### config.mk
export PLATFORM = sky130hd
export DESIGN_NAME = sensor_channel_arbiter_flat
export DESIGN_NICKNAME = d
export VERILOG_FILES = /design/src/rtl/sensor_channel_arbiter_pkg.sv /design/src/rtl/sensor_channel_arbiter_if.sv /design/src/rtl/sensor_channel_arbiter_rr_priority_picker.sv /design/src/rtl/sensor_channel_arbiter.sv /design/src/flat_wrapper.sv
export SDC_FILE = /design/constraint.sdc
export NUM_CORES = 1
export LEC_CHECK = 0
export ABC_CLOCK_PERIOD_IN_PS = 3330
export BUFFER_PORTS_ARGS = -buffer_cell sky130_fd_sc_hd__buf_2
export CORE_ASPECT_RATIO = 1.1
export CORE_UTILIZATION = 52
export DETAILED_ROUTE_END_ITERATION = 8
export PLACE_DENSITY = 0.79
export SLEW_MARGIN = 5
export SYNTH_ARGS = -nofsm -noshare
export SYNTH_HDL_FRONTEND = slang
export SYNTH_HIERARCHICAL = 1
export SYNTH_SLANG_ARGS = --single-unit
### constraint.sdc
create_clock -name clk_12MHz -period 3.33 [get_ports clk_12MHz]
set_input_delay 0.1665 -clock clk_12MHz [delete_from_list [all_inputs] [get_ports clk_12MHz]]
set_output_delay 0.1665 -clock clk_12MHz [all_outputs]
set_load 0.02 [all_outputs]
### src/rtl/sensor_channel_arbiter_pkg.sv
// Shared constants and types for the photodiode channel arbiter and the
// transmitter controller that consumes its frames.
package sensor_channel_arbiter_pkg;

  localparam int DATA_W  = 17;
  localparam int TS_W    = 24;
  localparam int FRAME_W = DATA_W + TS_W;

  typedef enum logic {
    IDLE    = 1'b0,
    PRESENT = 1'b1
  } sched_state_t;

  // Modulo-n add used for round-robin pointer arithmetic on non power-of-two channel counts.
  function automatic int wrap_add(input int a, input int b, input int n);
    return (a + b) % n;
  endfunction

endpackage

### src/rtl/sensor_channel_arbiter_if.sv
// Frame handshake between the arbiter (master) and the serial transmitter controller (slave).
interface sensor_channel_arbiter_if #(
  parameter int N_CH   = 4,
  parameter int DATA_W = sensor_channel_arbiter_pkg::DATA_W,
  parameter int TS_W   = sensor_channel_arbiter_pkg::TS_W
);
  localparam int CH_W = $clog2(N_CH);

  logic              out_valid;
  logic              out_ready;
  logic [DATA_W-1:0] out_data;
  logic [TS_W-1:0]   out_timestamp;
  logic [CH_W-1:0]   out_channel;

  modport master (
    output out_valid,
    input  out_ready,
    output out_data,
    output out_timestamp,
    output out_channel
  );

  modport slave (
    input  out_valid,
    output out_ready,
    input  out_data,
    input  out_timestamp,
    input  out_channel
  );
endinterface

### src/rtl/sensor_channel_arbiter_rr_priority_picker.sv
// Combinational round-robin picker: first set request at or above ptr, wrapping modulo N_CH.
module rr_priority_picker #(
  parameter int N_CH = 4,
  parameter int CH_W = $clog2(N_CH)
) (
  input  logic [N_CH-1:0] req,
  input  logic [CH_W-1:0] ptr,
  output logic            any,
  output logic [CH_W-1:0] grant
);
  import sensor_channel_arbiter_pkg::*;

  // Scan from farthest to nearest so the nearest set request is the last write.
  always_comb begin
    any   = 1'b0;
    grant = '0;
    for (int k = N_CH - 1; k >= 0; k--) begin
      if (req[wrap_add(int'(ptr), k, N_CH)]) begin
        any   = 1'b1;
        grant = CH_W'(wrap_add(int'(ptr), k, N_CH));
      end
    end
  end

endmodule

### src/rtl/sensor_channel_arbiter.sv
// Captures one frame per decoder channel into a one-deep slot and serves the
// slots round-robin over a valid/ready handshake to the serial transmitter.
module sensor_channel_arbiter #(
  parameter int N_CH   = 4,
  parameter int DATA_W = sensor_channel_arbiter_pkg::DATA_W,
  parameter int TS_W   = sensor_channel_arbiter_pkg::TS_W
) (
  input  logic                   clk_12MHz,
  input  logic                   rstn,
  input  logic [N_CH-1:0]        ch_valid,
  input  logic [N_CH*DATA_W-1:0] ch_data,
  input  logic [N_CH*TS_W-1:0]   ch_timestamp,
  output logic [N_CH-1:0]        ch_clear,
  output logic [N_CH-1:0]        slot_full,
  sensor_channel_arbiter_if.master tx
);
  import sensor_channel_arbiter_pkg::*;

  localparam int CH_W = $clog2(N_CH);

  sched_state_t      state;
  logic [CH_W-1:0]   rr_ptr;
  logic [N_CH-1:0]   capture;
  logic [N_CH-1:0]   release_mask;
  logic              pick_any;
  logic [CH_W-1:0]   pick_idx;
  logic [DATA_W-1:0] slot_data_p0 [N_CH];
  logic [TS_W-1:0]   slot_ts_p0   [N_CH];

  // A decoder still deasserting after its clear pulse must not be recaptured.
  assign capture = ch_valid & ~slot_full & ~ch_clear;

  rr_priority_picker #(
    .N_CH (N_CH),
    .CH_W (CH_W)
  ) u_picker (
    .req   (slot_full),
    .ptr   (rr_ptr),
    .any   (pick_any),
    .grant (pick_idx)
  );

  always_comb begin
    release_mask = '0;
    if (state == IDLE && pick_any) begin
      release_mask[pick_idx] = 1'b1;
    end
  end

  // Stage p0: per-channel capture slots
  always_ff @(posedge clk_12MHz) begin
    for (int i = 0; i < N_CH; i++) begin
      if (capture[i]) begin
        slot_data_p0[i] <= ch_data[i*DATA_W +: DATA_W];
        slot_ts_p0[i]   <= ch_timestamp[i*TS_W +: TS_W];
      end
    end
  end

  // Stage p1: scheduler and presented frame
  always_ff @(posedge clk_12MHz or negedge rstn) begin
    if (!rstn) begin
      slot_full        <= '0;
      ch_clear         <= '0;
      rr_ptr           <= '0;
      state            <= IDLE;
      tx.out_valid     <= 1'b0;
      tx.out_data      <= '0;
      tx.out_timestamp <= '0;
      tx.out_channel   <= '0;
    end else begin
      ch_clear  <= capture;
      slot_full <= (slot_full | capture) & ~release_mask;
      case (state)
        IDLE: begin
          if (pick_any) begin
            tx.out_data      <= slot_data_p0[pick_idx];
            tx.out_timestamp <= slot_ts_p0[pick_idx];
            tx.out_channel   <= pick_idx;
            tx.out_valid     <= 1'b1;
            rr_ptr           <= CH_W'(wrap_add(int'(pick_idx), 1, N_CH));
            state            <= PRESENT;
          end
        end
        PRESENT: begin
          if (tx.out_ready) begin
            tx.out_valid <= 1'b0;
            state        <= IDLE;
          end
        end
        default: state <= IDLE;
      endcase
    end
  end

endmodule
### src/flat_wrapper.sv
// flat-port wrapper written by rule: the top's interface ports become plain ports
module sensor_channel_arbiter_flat import sensor_channel_arbiter_pkg::*;
#(
  parameter int N_CH   = 4,
  parameter int DATA_W = sensor_channel_arbiter_pkg::DATA_W,
  parameter int TS_W   = sensor_channel_arbiter_pkg::TS_W
)
  (clk_12MHz, rstn, ch_valid, ch_data, ch_timestamp, ch_clear, slot_full, tx_out_valid, tx_out_ready, tx_out_data, tx_out_timestamp, tx_out_channel);
  sensor_channel_arbiter_if #(.N_CH(N_CH), .DATA_W(DATA_W), .TS_W(TS_W)) tx_i ();
  input  logic clk_12MHz;
  input  logic rstn;
  input  logic [N_CH-1:0] ch_valid;
  input  logic [N_CH*DATA_W-1:0] ch_data;
  input  logic [N_CH*TS_W-1:0] ch_timestamp;
  output logic [N_CH-1:0] ch_clear;
  output logic [N_CH-1:0] slot_full;
  output wire logic [$bits(tx_i.out_valid)-1:0] tx_out_valid;
  input wire logic [$bits(tx_i.out_ready)-1:0] tx_out_ready;
  output wire logic [$bits(tx_i.out_data)-1:0] tx_out_data;
  output wire logic [$bits(tx_i.out_timestamp)-1:0] tx_out_timestamp;
  output wire logic [$bits(tx_i.out_channel)-1:0] tx_out_channel;
  assign tx_out_valid = tx_i.out_valid;
  assign tx_i.out_ready = tx_out_ready;
  assign tx_out_data = tx_i.out_data;
  assign tx_out_timestamp = tx_i.out_timestamp;
  assign tx_out_channel = tx_i.out_channel;
  sensor_channel_arbiter #(.N_CH(N_CH), .DATA_W(DATA_W), .TS_W(TS_W)) u_core (.clk_12MHz(clk_12MHz), .rstn(rstn), .ch_valid(ch_valid), .ch_data(ch_data), .ch_timestamp(ch_timestamp), .ch_clear(ch_clear), .slot_full(slot_full), .tx(tx_i));
endmodule
==> results.ini, run 1 <==
[outcome]
outcome = aborted with a tool error
failing_step = clock tree synthesis
stop_error = [ERROR RSZ-0060] Max buffer count reached.

[logic_synthesis]
post-synth-top-area-cell = edfxtp_1
synth_compound_area_frac = 0.00868
yosys.area_share.simple = 0.0129
synth_mux_area_frac = 0.191
synthFlopType = edfxtp_1
synthDistinctLibCells = 23
synthArstFlopShare = 0.251
synth.area.top_cells = edfxtp_1 60%, dfrtp_1 17%, mux4_2 10%
synth_xor_area_frac = 0
netlist.area_leader.share = 0.599
synth_nets = 532
synth_sequential_area_ratio = 0.767
synth_common_cells = 164 x edfxtp_1, 55 x dfrtp_1, 38 x mux4_2
yosys.area_share.adder = 0.00609
synthesis.area_um2 = 8220
synth_edf_count = 164
synthCells = 357
syn_area_per_cell_um2 = 23.0
synth_top_family_by_area = multiplexers
ys_ff_latch = 219
yosys_warnings = 6
synthMostInstantiatedCell = edfxtp_1

[clock_tree]
ctsRootBufferMaster = clkbuf_16
postCtsSetupBuffers = 0
cts_inserted_buffers = 23
cts_resized = 0
clk_path_buf_depth = 3
ctsHoldBuffers = 163
htreeDepth = 1
clock-sinks = 219

[floorplanning]
start_util = 0.540
rows = 47
die_x_um = 122
boundaryPins = 223
die_h_um = 134

[place]
gp_congestion = 0.773
dp_hpwl_mm = 11.5
portBuffers = 222
place_inst = 771

[metrics by stage]
step                 util  area [um2]  hold WS [ns]  setup WS (ns)
detailed placement  0.633        9640         0.345          0.873
global placement    0.633        9640         0.338          0.990
floorplan               -        8220        -0.129          0.398
[cells by family after synthesis]
logic type      count (synthesis)
compound gates                  9
fa+ha+maj                       4
buf+inv                        18
flops                         219
mux                            87
simple gates                   20
==> inputs of run 2 (changes only) <==
--- a/config.mk
+++ b/config.mk
@@ -7,10 +7,9 @@
 export LEC_CHECK = 0
 export ABC_CLOCK_PERIOD_IN_PS = 3330
 export BUFFER_PORTS_ARGS = -buffer_cell sky130_fd_sc_hd__buf_2
-export CORE_ASPECT_RATIO = 1.1
-export CORE_UTILIZATION = 52
+export CORE_UTILIZATION = 40
 export DETAILED_ROUTE_END_ITERATION = 8
-export PLACE_DENSITY = 0.79
+export PLACE_DENSITY_LB_ADDON = 0.15
 export SLEW_MARGIN = 5
 export SYNTH_ARGS = -nofsm -noshare
 export SYNTH_HDL_FRONTEND = slang
==> run 2 against run 1 <==
Net effect:
- the run now ends clean
- synthesized area is the same
- synthesized cell count is the same
==> results.ini, run 2 <==
[logic_synthesis]
synthArstFlopShare = 0.251  ; unchanged
synthCells = 357  ; unchanged
synth.area.top_cells = edfxtp_1 60%, dfrtp_1 17%, mux4_2 10%
synth_edf_count = 164  ; unchanged
synth_nets = 532  ; unchanged
netlist.area_leader.share = 0.599  ; unchanged
synthDistinctLibCells = 23  ; unchanged
synthFlopType = edfxtp_1
syn_area_per_cell_um2 = 23.0  ; unchanged
synthesis.area_um2 = 8220  ; unchanged
synth_common_cells = 164 x edfxtp_1, 55 x dfrtp_1, 38 x mux4_2
synth_sequential_area_ratio = 0.767  ; unchanged
ys_ff_latch = 219  ; unchanged
yosys_warnings = 6  ; unchanged
synthMostInstantiatedCell = edfxtp_1
post-synth-top-area-cell = edfxtp_1

[floorplanning]
boundaryPins = 223  ; unchanged
start_util = 0.407  ; -0.132
die_h_um = 145  ; +8.6%
fp.coreArea_um2 = 20200
rows = 52  ; +11%
die_x_um = 145  ; +19%
die_area_um2 = 21100

[cells_and_area]
syn_to_final_growth_pct = 48.2
reg_top3 = u_core/slot_ts_p0 x96, u_core/slot_data_p0 x68, u_core/tx.out_timestamp x24
final_cell_mix = 221 x buf_2, 166 x dlygate4sd3_1, 164 x edfxtp_1, 55 x dfrtp_1, 38 x mux4_2
largest_reg_flops = 96
nets = 942
final_common_cell = buf_2
drive_gt1_frac = 0.456
top_register = u_core/slot_ts_p0

[power_and_ir_drop]
powerDensity_nw_per_um2 = 825
p_int_w = 0.00705
vdd_ir_drop_max_mv = 0.486
static-leakage-power_nw = 4.87
pwr-share-clk = 0.264
p_seq_frac = 0.383
combinationalPowerShare = 0.353
p_switching_w = 0.00300
swShare = 0.298

[routing]
dr.max_layer_used = met4
wl_mm = 20.0
drtIter0Drc = 152
wl_met1_mm = 8.45
vias_per_cell = 4.64
wl_met3_mm = 1.00
drc = 0
route.vias.total = 4898
wire_per_inst_um = 19.0
dr.pass1.iters = 4
wl_met2_mm = 10.2
antenna_left = 0

[clock_tree]
ctsRootBufferMaster = clkbuf_16
worstSkewPairLatency_ns = 0.51
clk_path_buf_depth = 3  ; unchanged
cts.clk_slew.worst_paths_ns = 0.06
cts_inserted_buffers = 24  ; +4.3%
cts_resized = 0  ; unchanged
clock-sinks = 219  ; unchanged
cts_tree = built
htreeDepth = 1  ; unchanged

[grt]
grt_remaining_overflow = 0
grt_max_degree = 56
grt_pass1_vias = 5618
antenna_found_initial = 1
grt_usage = 0.194
grt_pass1_wl_mm = 31.1

[timing]
setup_viol = 0
fin_crit_sh = 0.744
fmax_ghz = 0.404
slew_headroom = 0.457
hold_slack_ns = 0.0709
skew_ns = 0.0103
tightest_slew_ns = 0.814
setup_total_negative_slack_ns = 0
rsz0062_at_grt = false
period_needed_ns = 2.48
hold_viol_final = 0
slew_viol_final = 0

[place]
dp_hpwl_mm = 12.0  ; +3.7%
portBuffers = 222  ; unchanged
gp_congestion = 0.739  ; -4.4%

[setup_path]
arrival_ns = 2.86
critical_path_class = flip-flop to flip-flop
end_kind = flip-flop
worstPathRequired_ns = 3.72
worst-path-max-fanout = 26
cp-start-kind = flip-flop

[run]
cap_violations = 0

[min_path]
min_path_type = input port to flip-flop

[outcome]
outcome = complete, no violations

-- run 2: cell counts after synthesis --
Identical to the previous run, type by type.
-- run 2: worst max-delay path, stage by stage, from the launching register on --
cell and delay (ns):
dfrtp_1 0.48, mux2i_1 0.19, a211oi_4 0.28, buf_4 0.49, mux4_1 0.63, mux2_2 0.28
-- run 2: kinds of logic (layout without fill, tap and decap cells) --
logic type | after synthesis | in the layout | synth area share
buffers and inverters | 18 | 446 | 0.0143
multiplexers | 87 | 87 | 0.191
adder cells (fa/ha/maj) | 4 | 4 | 0.00609
flip-flops | 219 | 219 | 0.767
AO/OA/AOI/OAI | 9 | 9 | 0.00868
AND/OR/NAND/NOR | 20 | 20 | 0.0129
other | 0 | 1 | 0
-- run 2: final timing paths --
kind	start	end	slack (ns)	depth (start not counted)
worst max register to register	u_core/slot_full[3]$_DFF_PN0_	u_core/tx.out_timestamp[9]$_DFFE_PN0P_	0.85	5
worst min register to register	u_core/tx.out_data[15]$_DFFE_PN0P_	u_core/tx.out_data[15]$_DFFE_PN0P_	0.50	1
worst max-delay path	u_core/slot_full[3]$_DFF_PN0_	u_core/tx.out_timestamp[9]$_DFFE_PN0P_	0.85	5
min in group asynchronous	rstn	u_core/tx.out_data[8]$_DFFE_PN0P_	0.30	2
max in group asynchronous	rstn	u_core/tx.out_channel[1]$_DFFE_PN0P_	2.49	2
worst min-delay path	ch_valid[2]	u_core/slot_full[2]$_DFF_PN0_	0.07	3
-- run 2: final cells by class --
type | count | area [um2]
diodes | 1 | 2.50
clock buffers | 33 | 666
clock inverters | 11 | 130
fillers | 1534 | 7990
inverters | 3 | 11.3
multi-input cells | 120 | 1850
flip-flops and latches | 219 | 6300
well taps | 270 | 338
repair buffers | 399 | 2880
-- run 2: what timing repair did --
item | CTS | global route
hold endpoints to repair | 221 | 0
buffers inserted | 0 | 0
hold buffers | 166 | 0
-- run 2: routing by layer --
| metal | up-vias | track usage |
|---|---|---|
| met4 | 0 | 0.0495 |
| met1 | 2455 | 0.244 |
| met5 | - | 0 |
| li1 | 2262 | - |
| met2 | 155 | 0.346 |
| met3 | 26 | 0.0370 |
-- run 2: power by group through the flow --
stage	Sequential (W)	Clock [W]	Combinational (W)
2_1_floorplan	0.00422	0	0.00219
6_report	0.00385	0.00266	0.00355
3_5_place_dp	0.00389	0	0.00347
5_1_grt	0.00391	0.00282	0.00381
3_3_place_gp	0.00387	0	0.00340
4_1_cts	0.00385	0.00273	0.00361
-- run 2: per-stage QoR --
step / worst slack (ns) / utilization / power, W / instances / area, um2
global route: 0.686 / 0.604 / 0.0105 / 1056 / 12200
CTS: 0.815 / 0.604 / 0.0102 / 1055 / 12200
floorplan: 0.398 / - / 0.00641 / 357 / 8220
detailed placement: 0.821 / 0.482 / 0.00735 / 845 / 9720
finish: 0.854 / 0.604 / 0.0101 / 1056 / 12200
global placement: 0.950 / 0.482 / 0.00727 / 845 / 9720
No activity file was read; power rests on OpenSTA's default activity.
